===== src/rtl/ble_uart_rx.sv =====
// 8N1 UART receiver for the BLE PMOD (junction A): 16x oversampling deframer,
// show-ahead byte FIFO with valid/ready read side, RTS flow control toward the
// BLE module and sticky framing/overrun flags. Single clock domain (clk_core).
module ble_uart_rx #(
   parameter int unsigned OVS_DIV      = 27,  // clk cycles per 16x oversample tick
   parameter int unsigned FIFO_DEPTH   = 16,  // power of 2
   parameter int unsigned RTS_HI_WATER = 12   // occupancy at which o_rts_n goes high
) (
   input  logic                          clk,
   input  logic                          rst,
   input  logic                          i_rxd,
   output logic                          o_rts_n,
   output logic [7:0]                    o_data,
   output logic                          o_valid,
   input  logic                          i_ready,
   output logic [$clog2(FIFO_DEPTH):0]   o_count,
   output logic                          o_frame_err,
   output logic                          o_overrun,
   input  logic                          i_clr_err
);

   localparam int unsigned DIV_W = (OVS_DIV > 1) ? $clog2(OVS_DIV) : 1;
   localparam int unsigned AW    = $clog2(FIFO_DEPTH);
   localparam int unsigned CNT_W = AW + 1;

   typedef enum logic [1:0] {
      ST_IDLE,
      ST_START,
      ST_DATA,
      ST_STOP
   } state_e;

   // Synchronizer and timebase
   logic             rxd_meta_q, rxd_meta_d;
   logic             rxs_q, rxs_d;
   logic [DIV_W-1:0] div_q, div_d;
   logic             tick;

   // Deframer
   state_e           state_q, state_d;
   logic             prev_smp_q, prev_smp_d;
   logic [3:0]       smp_cnt_q, smp_cnt_d;
   logic [2:0]       bit_idx_q, bit_idx_d;
   logic [7:0]       shift_q, shift_d;
   logic             push_req;
   logic             frame_set;

   // FIFO and status
   logic [7:0]       mem_q [FIFO_DEPTH];
   logic [AW-1:0]    wr_ptr_q, wr_ptr_d;
   logic [AW-1:0]    rd_ptr_q, rd_ptr_d;
   logic [CNT_W-1:0] count_q, count_d;
   logic             rts_n_q, rts_n_d;
   logic             frame_err_q, frame_err_d;
   logic             overrun_q, overrun_d;
   logic             full;
   logic             pop;
   logic             push;

   assign tick = (div_q == DIV_W'(OVS_DIV - 1));

   // Two-flop synchronizer on the asynchronous line and free-running tick divider
   always_comb begin
      rxd_meta_d = i_rxd;
      rxs_d      = rxd_meta_q;
      div_d      = tick ? '0 : div_q + DIV_W'(1);
   end

   // Deframer FSM: advances only on oversample ticks, holds between them
   always_comb begin
      // NOTE: every signal written here gets a default first, so no path leaves
      // one unassigned and no latch is inferred.
      state_d    = state_q;
      prev_smp_d = prev_smp_q;
      smp_cnt_d  = smp_cnt_q;
      bit_idx_d  = bit_idx_q;
      shift_d    = shift_q;
      push_req   = 1'b0;
      frame_set  = 1'b0;
      if (tick) begin
         prev_smp_d = rxs_q;
         smp_cnt_d  = smp_cnt_q + 4'd1;
         case (state_q)
            ST_IDLE: begin
               // A falling edge between two ticks marks a candidate start bit.
               // prev_smp resets to 0, so a line already low at reset release
               // must first be seen high before a start can be recognised.
               if (!rxs_q && prev_smp_q) begin
                  smp_cnt_d = '0;
                  state_d   = ST_START;
               end
            end
            ST_START: begin
               if (smp_cnt_q == 4'd7) begin
                  if (!rxs_q) begin
                     smp_cnt_d = '0;
                     bit_idx_d = '0;
                     state_d   = ST_DATA;
                  end else begin
                     state_d = ST_IDLE;
                  end
               end
            end
            ST_DATA: begin
               if (smp_cnt_q == 4'd15) begin
                  shift_d   = {rxs_q, shift_q[7:1]};
                  bit_idx_d = bit_idx_q + 3'd1;
                  if (bit_idx_q == 3'd7) begin
                     state_d = ST_STOP;
                  end
               end
            end
            ST_STOP: begin
               // Leave at mid stop bit so a back-to-back start edge is not missed.
               if (smp_cnt_q == 4'd15) begin
                  state_d = ST_IDLE;
                  if (rxs_q) begin
                     push_req = 1'b1;
                  end else begin
                     frame_set = 1'b1;
                  end
               end
            end
            default: state_d = ST_IDLE;
         endcase
      end
   end

   // FIFO bookkeeping, RTS threshold and sticky error flags
   always_comb begin
      pop      = (count_q != '0) && i_ready;
      full     = (count_q == CNT_W'(FIFO_DEPTH));
      push     = push_req && (!full || pop);
      wr_ptr_d = push ? wr_ptr_q + AW'(1) : wr_ptr_q;
      rd_ptr_d = pop  ? rd_ptr_q + AW'(1) : rd_ptr_q;
      count_d  = count_q + CNT_W'(push) - CNT_W'(pop);
      rts_n_d  = (count_d >= CNT_W'(RTS_HI_WATER));
      // A set event in the same cycle as a clear takes priority.
      frame_err_d = frame_set | (frame_err_q & ~i_clr_err);
      overrun_d   = (push_req & full & ~pop) | (overrun_q & ~i_clr_err);
   end

   // State registers, all returned to idle values by reset
   always_ff @(posedge clk or posedge rst) begin
      if (rst) begin
         rxd_meta_q  <= 1'b1;
         rxs_q       <= 1'b1;
         div_q       <= '0;
         state_q     <= ST_IDLE;
         prev_smp_q  <= 1'b0;
         smp_cnt_q   <= '0;
         bit_idx_q   <= '0;
         shift_q     <= '0;
         wr_ptr_q    <= '0;
         rd_ptr_q    <= '0;
         count_q     <= '0;
         rts_n_q     <= 1'b1;
         frame_err_q <= 1'b0;
         overrun_q   <= 1'b0;
      end else begin
         // NOTE: non-blocking assignments so every flop samples the values
         // present before the edge, independent of statement order.
         rxd_meta_q  <= rxd_meta_d;
         rxs_q       <= rxs_d;
         div_q       <= div_d;
         state_q     <= state_d;
         prev_smp_q  <= prev_smp_d;
         smp_cnt_q   <= smp_cnt_d;
         bit_idx_q   <= bit_idx_d;
         shift_q     <= shift_d;
         wr_ptr_q    <= wr_ptr_d;
         rd_ptr_q    <= rd_ptr_d;
         count_q     <= count_d;
         rts_n_q     <= rts_n_d;
         frame_err_q <= frame_err_d;
         overrun_q   <= overrun_d;
      end
   end

   // FIFO storage write port
   always_ff @(posedge clk) begin
      // NOTE: storage is not reset; entries are only observable once counted
      // as valid, and o_data is forced to zero while the FIFO is empty.
      if (push) begin
         mem_q[wr_ptr_q] <= shift_q;
      end
   end

   assign o_data      = (count_q != '0) ? mem_q[rd_ptr_q] : 8'h00;
   assign o_valid     = (count_q != '0);
   assign o_count     = count_q;
   assign o_rts_n     = rts_n_q;
   assign o_frame_err = frame_err_q;
   assign o_overrun   = overrun_q;

endmodule


===== config.mk =====
export PLATFORM = sky130hd
export DESIGN_NAME = ble_uart_rx
export DESIGN_NICKNAME = d
export VERILOG_FILES = /design/src/rtl/ble_uart_rx.sv
export SDC_FILE = /design/constraint.sdc
export NUM_CORES = 1
export LEC_CHECK = 0
export ABC_AREA = 1
export CAP_MARGIN = 10
export CORE_AREA = 2 2 141 102
export CTS_CLUSTER_DIAMETER = 100
export CTS_CLUSTER_SIZE = 25
export DETAILED_ROUTE_END_ITERATION = 8
export DIE_AREA = 0 0 143 104
export PLACE_DENSITY = 0.81
export RECOVER_POWER = 100
export SYNTH_ARGS = -nofsm -noshare
export SYNTH_HDL_FRONTEND = slang
export SYNTH_SLANG_ARGS = --single-unit

===== constraint.sdc =====
create_clock -name clk -period 2.4 [get_ports clk]
set_input_delay 0.24 -clock clk [delete_from_list [all_inputs] [get_ports clk]]
set_output_delay 0.24 -clock clk [all_outputs]
set_load 0.01 [all_outputs]

# After elaboration in Yosys (flattened, before gate mapping)
# Memory sizes are Yosys's and may differ from the RTL's.
# Cells that the tools add are included.
# word_totals
register_bits,41
mem_bits_rw,128
elab_cells,84
memories,1
# op_classes
add_sub_neg,7
magnitude_cmp,1
n_eq_ne,14
n_mux,27
bitwise,8
reduce_logical,12
# mem_list
name,words,width,read_ports,rd_clocked_by_memory_dff,write_ports,line_no,text
mem_q,16,8,1,0,1,49,logic [7:0] mem_q [FIFO_DEPTH];
# ops
cell,n
$add 4x1->4 const B,3
$mux 2,6
$mux 4,3
$ne 2x2->1 const B,6
$eq 5x5->1 const B,2
$mux 1,10
$mux 3,3
$mux 8,1
$pmux 2 s4,1
$pmux 4 s2,1
$pmux 3 s2,1
$reduce_and 6->1,1
$add 5x1->5,1
$add 5x1->5 const B,1
$ge 5x4->1 const B,1
$mux 5,1
$reduce_and 5->1,1
$reduce_bool 5->1,1
$sub 5x1->5,1
$and 1x1->1,4
$eq 2x2->1 const B,2
$eq 4x3->1 const B,1
$eq 4x4->1 const B,1
$add 3x1->3 const B,1
10 further kinds,15

# Depth between registers and ports, before layout
# depth
ltp_word,8
ltp_mapped,15
ltp_nobuf,15

# Least setup slack after synthesis
# No wires, ideal clock.
# synth_timing
kind,register -> register
startpoint,"register count_q[3], in the netlist o_count[3]"
endpoint,"register count_q[4], in the netlist o_count[4]"
setup_time_ns,0.121
t_arrival_ns,2.382
required_time_ns,2.279
path_slack_ns,-0.103
stages_incl_launch_ff,16
path_buffers,0
cell_sequence,dfrtp_1 inv_1 ha_1 nand2_1 nor2_1 nand2_1 nand2_1 inv_1 ha_1 inv_1 ha_1 fa_1 a21oi_1 o21bai_1 xor2_1 inv_1
# synth_between
elab_chain_cells,6
elab_cells_between_ends,8
# synth_rtl
item,line_no,text
from (decl),52,"logic [CNT_W-1:0] count_q, count_d;"
from (signal assigned),173,count_q <= count_d;
$reduce_bool 5->1 (*),n/a,
named net o_valid,14,"output logic o_valid,"
$logic_and 1x1->1 (*),131,pop = (count_q != '0) && i_ready;
named net pop,57,logic pop;
$logic_or 1x1->1,133,push = push_req && (!full || pop);
$logic_and 1x1->1,133,
$add 5x1->5,136,count_d = count_q + CNT_W'(push) - CNT_W'(pop);
$sub 5x1->5 (*),136,
named net count_d[4],52,
# Mark *: on every way through the listed nets, which the timed path passes. The rest lies on a longest branch.
# A chain may end at the register's enable or synchronous reset.

# Final worst setup path
# layout_timing
startpoint,"register count_q[3], in the netlist o_count[3]"
endpoint,"register count_q[4], in the netlist o_count[4]"
# layout_between
elab_chain_cells,6
elab_cells_between_ends,8
# layout_rtl
item,line_no
$reduce_bool 5->1 (*),131
$logic_and 1x1->1 (*),131
named net pop,57
$logic_or 1x1->1,133
$logic_and 1x1->1,133
$add 5x1->5,136
$sub 5x1->5 (*),136
named net count_d[4],52
# Marked as above.

==> summary by stage <==
Finish
After filler insertion, the fill cell instance count of the layout stands at 912. The fraction of final layout cells with drive strength greater than 1 is 0.194. Once layout is complete, the utilization of the core stands at 0.656.

Once layout is done, the placed cells without fillers occupy 8890 µm². The total inserted antenna cells is 0. The area growth from synthesis to final layout is 21.8%. The post-route non-filler standard cell count is 957.

The number of nets at the end of the flow is 776.

Synth
The synthesized design contains 128 enable-type register cells. Synthesis produced a netlist with a net count of 688. The per-instance average area after synthesis is 11.0 µm². The share of flip-flops with an asynchronous set or reset is 0.243. The register bit total from synthesis is 169. Among all flip-flop cells after synthesis, the most frequent one is sky130_fd_sc_hd__edfxtp_1.

The number of warnings printed during yosys synthesis is 0. The cell count after synthesis is 666. The register area share after synthesis is 0.667. Counting distinct cell types in the post-synthesis netlist gives 36. Summing every instance area after synthesis gives 7300 µm².

GRT
The global-route usage over all layers is 0.251. The initial antenna violation count is 0. The total overflow left after global routing is 0. The maximum number of pins on one net before global-route repair is 47. The via count of the first global-routing pass came to 5219. The first global-routing pass estimated 27.6 mm of wire.

Clock network
The clock transition time at the flip-flop clock pins of the worst setup and hold paths is 0.06 ns. The insertion delay to the later sink of the worst-skew pair is 0.43 ns. Counting every sink on the clock net gives 169. The H-tree was split into 4 levels. The worst-case clock buffer depth is 2. The clock tree root driver cell is sky130_fd_sc_hd__clkbuf_16. The number of hold buffers added after cts is 0. TritonCTS built the clock tree. The number of buffers added by the clock tree synthesis step is 17.

Worst setup path
The worst setup path is captured at a flop. Data on the critical path arrives at its endpoint at 2.82 ns. STA classifies the critical path startpoint as a flop. The data required time at the worst endpoint is 2.71 ns. By startpoint and endpoint, the worst setup path is classified as reg2reg.

Of all nets on the critical path, the largest fanout is 2.

Flow run
The count of maximum capacitance violations is 0.

Place
The number of buffer cells added on primary ports is 21. After legalization and detailed placement, the total HPWL measured 10.4 mm. In this run the cell area measured after placement is 7940 µm². Including well taps, the total number of placed cells is 893. The worst slack at placement is -0.152 ns. The congestion estimate from routability-driven global placement came to 0.877.

Drt
The remaining antenna violation count after routing is 0. The detailed-route DRC error count is 0. Across all layers, the routed design uses 5275 vias. The wire length after detailed routing is 18.0 mm. In the final routed layout, each cell accounts on average for 18.8 µm. The iteration count of the initial detailed-routing pass is 5.

In the routed layout, each cell is associated on average with a via count of 5.51. In this run, the number of DRC markers left after iteration 0 of detailed routing was 607.

Floorplanning
The core region is 13600 µm². The floorplan step defined a die boundary enclosing 14900 µm². The width of the chip is 143 µm. The number of placed I/O pins is 22. The starting density of the core is 0.539. The chip height is 104 µm. Row generation in the floorplan step produced 36 rows.

Run status
The checks that failed: setup timing. The flow ran to the end, but the final reports show violations.

Timing
The upper clock frequency limit is 0.400 GHz. For the pin with the worst max-slew slack, the measured transition is 1.06 ns. Across all setup checks in the final design, the least slack found is -0.102 ns.

The number of hold violations in the final report is 0. The post-layout minimum cycle time is 2.50 ns. On the final layout, the worst clock skew is 0.00827 ns. The relative slew slack is 0.291. The count of final setup violators is 2. Setup repair after global routing could not meet its margin everywhere. The share of the clock period used by the worst path after layout is 1.04. The final number of max-transition violations came to 0.

Power and ir drop
The power density of the placed cells is 1010 nW/µm². The peak supply drop is 0.622 mV. The leakage component of the power is 0.00379 µW.

Hold path
The min-delay analysis places its worst path in the category in2reg.
Yosys cell counts, types with 7 or more instances:
master,number,share of area
sky130_fd_sc_hd__nand2_1,210,0.11
sky130_fd_sc_hd__edfxtp_1,128,0.53
sky130_fd_sc_hd__nand3_1,107,0.073
sky130_fd_sc_hd__dfrtp_1,38,0.13
sky130_fd_sc_hd__inv_1,33,0.017
sky130_fd_sc_hd__nor2_1,32,0.016
sky130_fd_sc_hd__ha_1,16,0.027
sky130_fd_sc_hd__xor2_1,13,0.016
sky130_fd_sc_hd__a21oi_1,12,0.0082
sky130_fd_sc_hd__buf_2,12,0.0082
sky130_fd_sc_hd__o21ai_0,9,0.0062
sky130_fd_sc_hd__buf_4,7,0.0072
sequential cells by signal, summed over array words and instances (netlist names), named ones only:
register	cells
rxs_q	1
o_rts_n	1
o_count	5
wr_ptr_q	4
o_overrun	1
state_q	1
rxd_meta_q	1
o_frame_err	1
bit_idx_q	3
prev_smp_q	1
shift_q	8
mem_q	128
rd_ptr_q	4
div_q	5
smp_cnt_q	4
what timing repair did:
item	in CTS	in global routing
buffers inserted	25	9
resized for setup	22	25
pin swaps	13	11
cloned	0	3
setup endpoints to repair	10	15
placed cells by master (no fill, tap or decap), types with 6 or more instances in the layout:
cell type and instances:
sky130_fd_sc_hd__clkbuf_16 19, sky130_fd_sc_hd__o21ai_0 9, sky130_fd_sc_hd__edfxtp_1 128, sky130_fd_sc_hd__o21ai_1 6
sky130_fd_sc_hd__inv_1 29, sky130_fd_sc_hd__inv_2 6, sky130_fd_sc_hd__ha_1 11, sky130_fd_sc_hd__dfrtp_1 37
sky130_fd_sc_hd__clkdlybuf4s50_1 11, sky130_fd_sc_hd__a21oi_1 10, sky130_fd_sc_hd__nand2_2 8, sky130_fd_sc_hd__xor2_1 12
sky130_fd_sc_hd__buf_4 65, sky130_fd_sc_hd__nand2_1 204, sky130_fd_sc_hd__nand3_1 107, sky130_fd_sc_hd__nor2_1 30
final cells by class:
| type | count | area (µm²) | share of cell area |
|---|---|---|---|
| sequential | 169 | 4870 | 0.548 |
| clock buffer | 24 | 482 | 0.0542 |
| tap | 190 | 238 | 0.0267 |
| inverter | 41 | 161 | 0.0182 |
| clock inverter | 8 | 93.8 | 0.0106 |
| timing repair buffer | 96 | 830 | 0.0933 |
| multi-input combinational | 429 | 2210 | 0.249 |
power breakdown:
group / switching (µW) / leakage (µW) / total (µW) / internal (µW)
combinational: 1790 / 0.00150 / 2980 / 1180
sequential: 111 / 0.00200 / 3330 / 3220
clock: 1070 / 0.000289 / 2680 / 1610
cell families after synthesis:
kind of cell,count (synthesis),synth area share
compound gates,33,0.0250
xor+xnor,14,0.0168
buf+inv,68,0.0430
fa+ha+maj,17,0.0302
simple gates,365,0.218
flops,169,0.667
through the flow:
step                      setup TNS [ns]  power [µW]  hold slack, ns
final                             -0.158        8990           0.351
after global routing              -0.400        9380           0.350
after CTS                         -0.309        8620           0.200
after detailed placement          -0.259        5870           0.365
after global placement           -0.0178        5760           0.360
after floorplan                        0        4930           0.244
routing by layer:
metal / track usage / share of wire / wire (µm) / up-vias
met1: 0.330 / 0.40 / 7210 / 2534
li1: - / - / - / 2429
met5: 0 / 0 / 0 / -
met2: 0.387 / 0.47 / 8480 / 259
met3: 0.0764 / 0.093 / 1670 / 53
met4: 0.110 / 0.034 / 604 / 0
path summary, 6_finish.rpt:
path	startpoint	to	slack (ns)	cells after the start
worst max-delay path	o_count[3]	o_count[4]	-0.10	15
worst min-delay path	i_rxd	rxd_meta_q	0.35	1
worst max register to register	o_count[3]	o_count[4]	-0.10	15
worst min register to register	rxd_meta_q	rxs_q	0.37	0
max in group asynchronous	rst	rd_ptr_q[0]	1.09	3
min in group asynchronous	rst	o_count[3]	0.60	3
worst max-delay path: stages, from the launching register on:
cell and delay [ns]:
sky130_fd_sc_hd__dfrtp_1 0.41, sky130_fd_sc_hd__inv_2 0.09, sky130_fd_sc_hd__ha_4 0.14, sky130_fd_sc_hd__nand2_4 0.05, sky130_fd_sc_hd__nor2_4 0.11, sky130_fd_sc_hd__nand2_2 0.09
sky130_fd_sc_hd__nand2_2 0.09, sky130_fd_sc_hd__inv_2 0.05, sky130_fd_sc_hd__ha_4 0.25, sky130_fd_sc_hd__inv_2 0.04, sky130_fd_sc_hd__ha_4 0.15, sky130_fd_sc_hd__fa_2 0.35
sky130_fd_sc_hd__a21oi_2 0.16, sky130_fd_sc_hd__o21bai_2 0.10, sky130_fd_sc_hd__xor2_2 0.22, sky130_fd_sc_hd__inv_1 0.07
No activity file was read; power rests on OpenSTA's default activity.
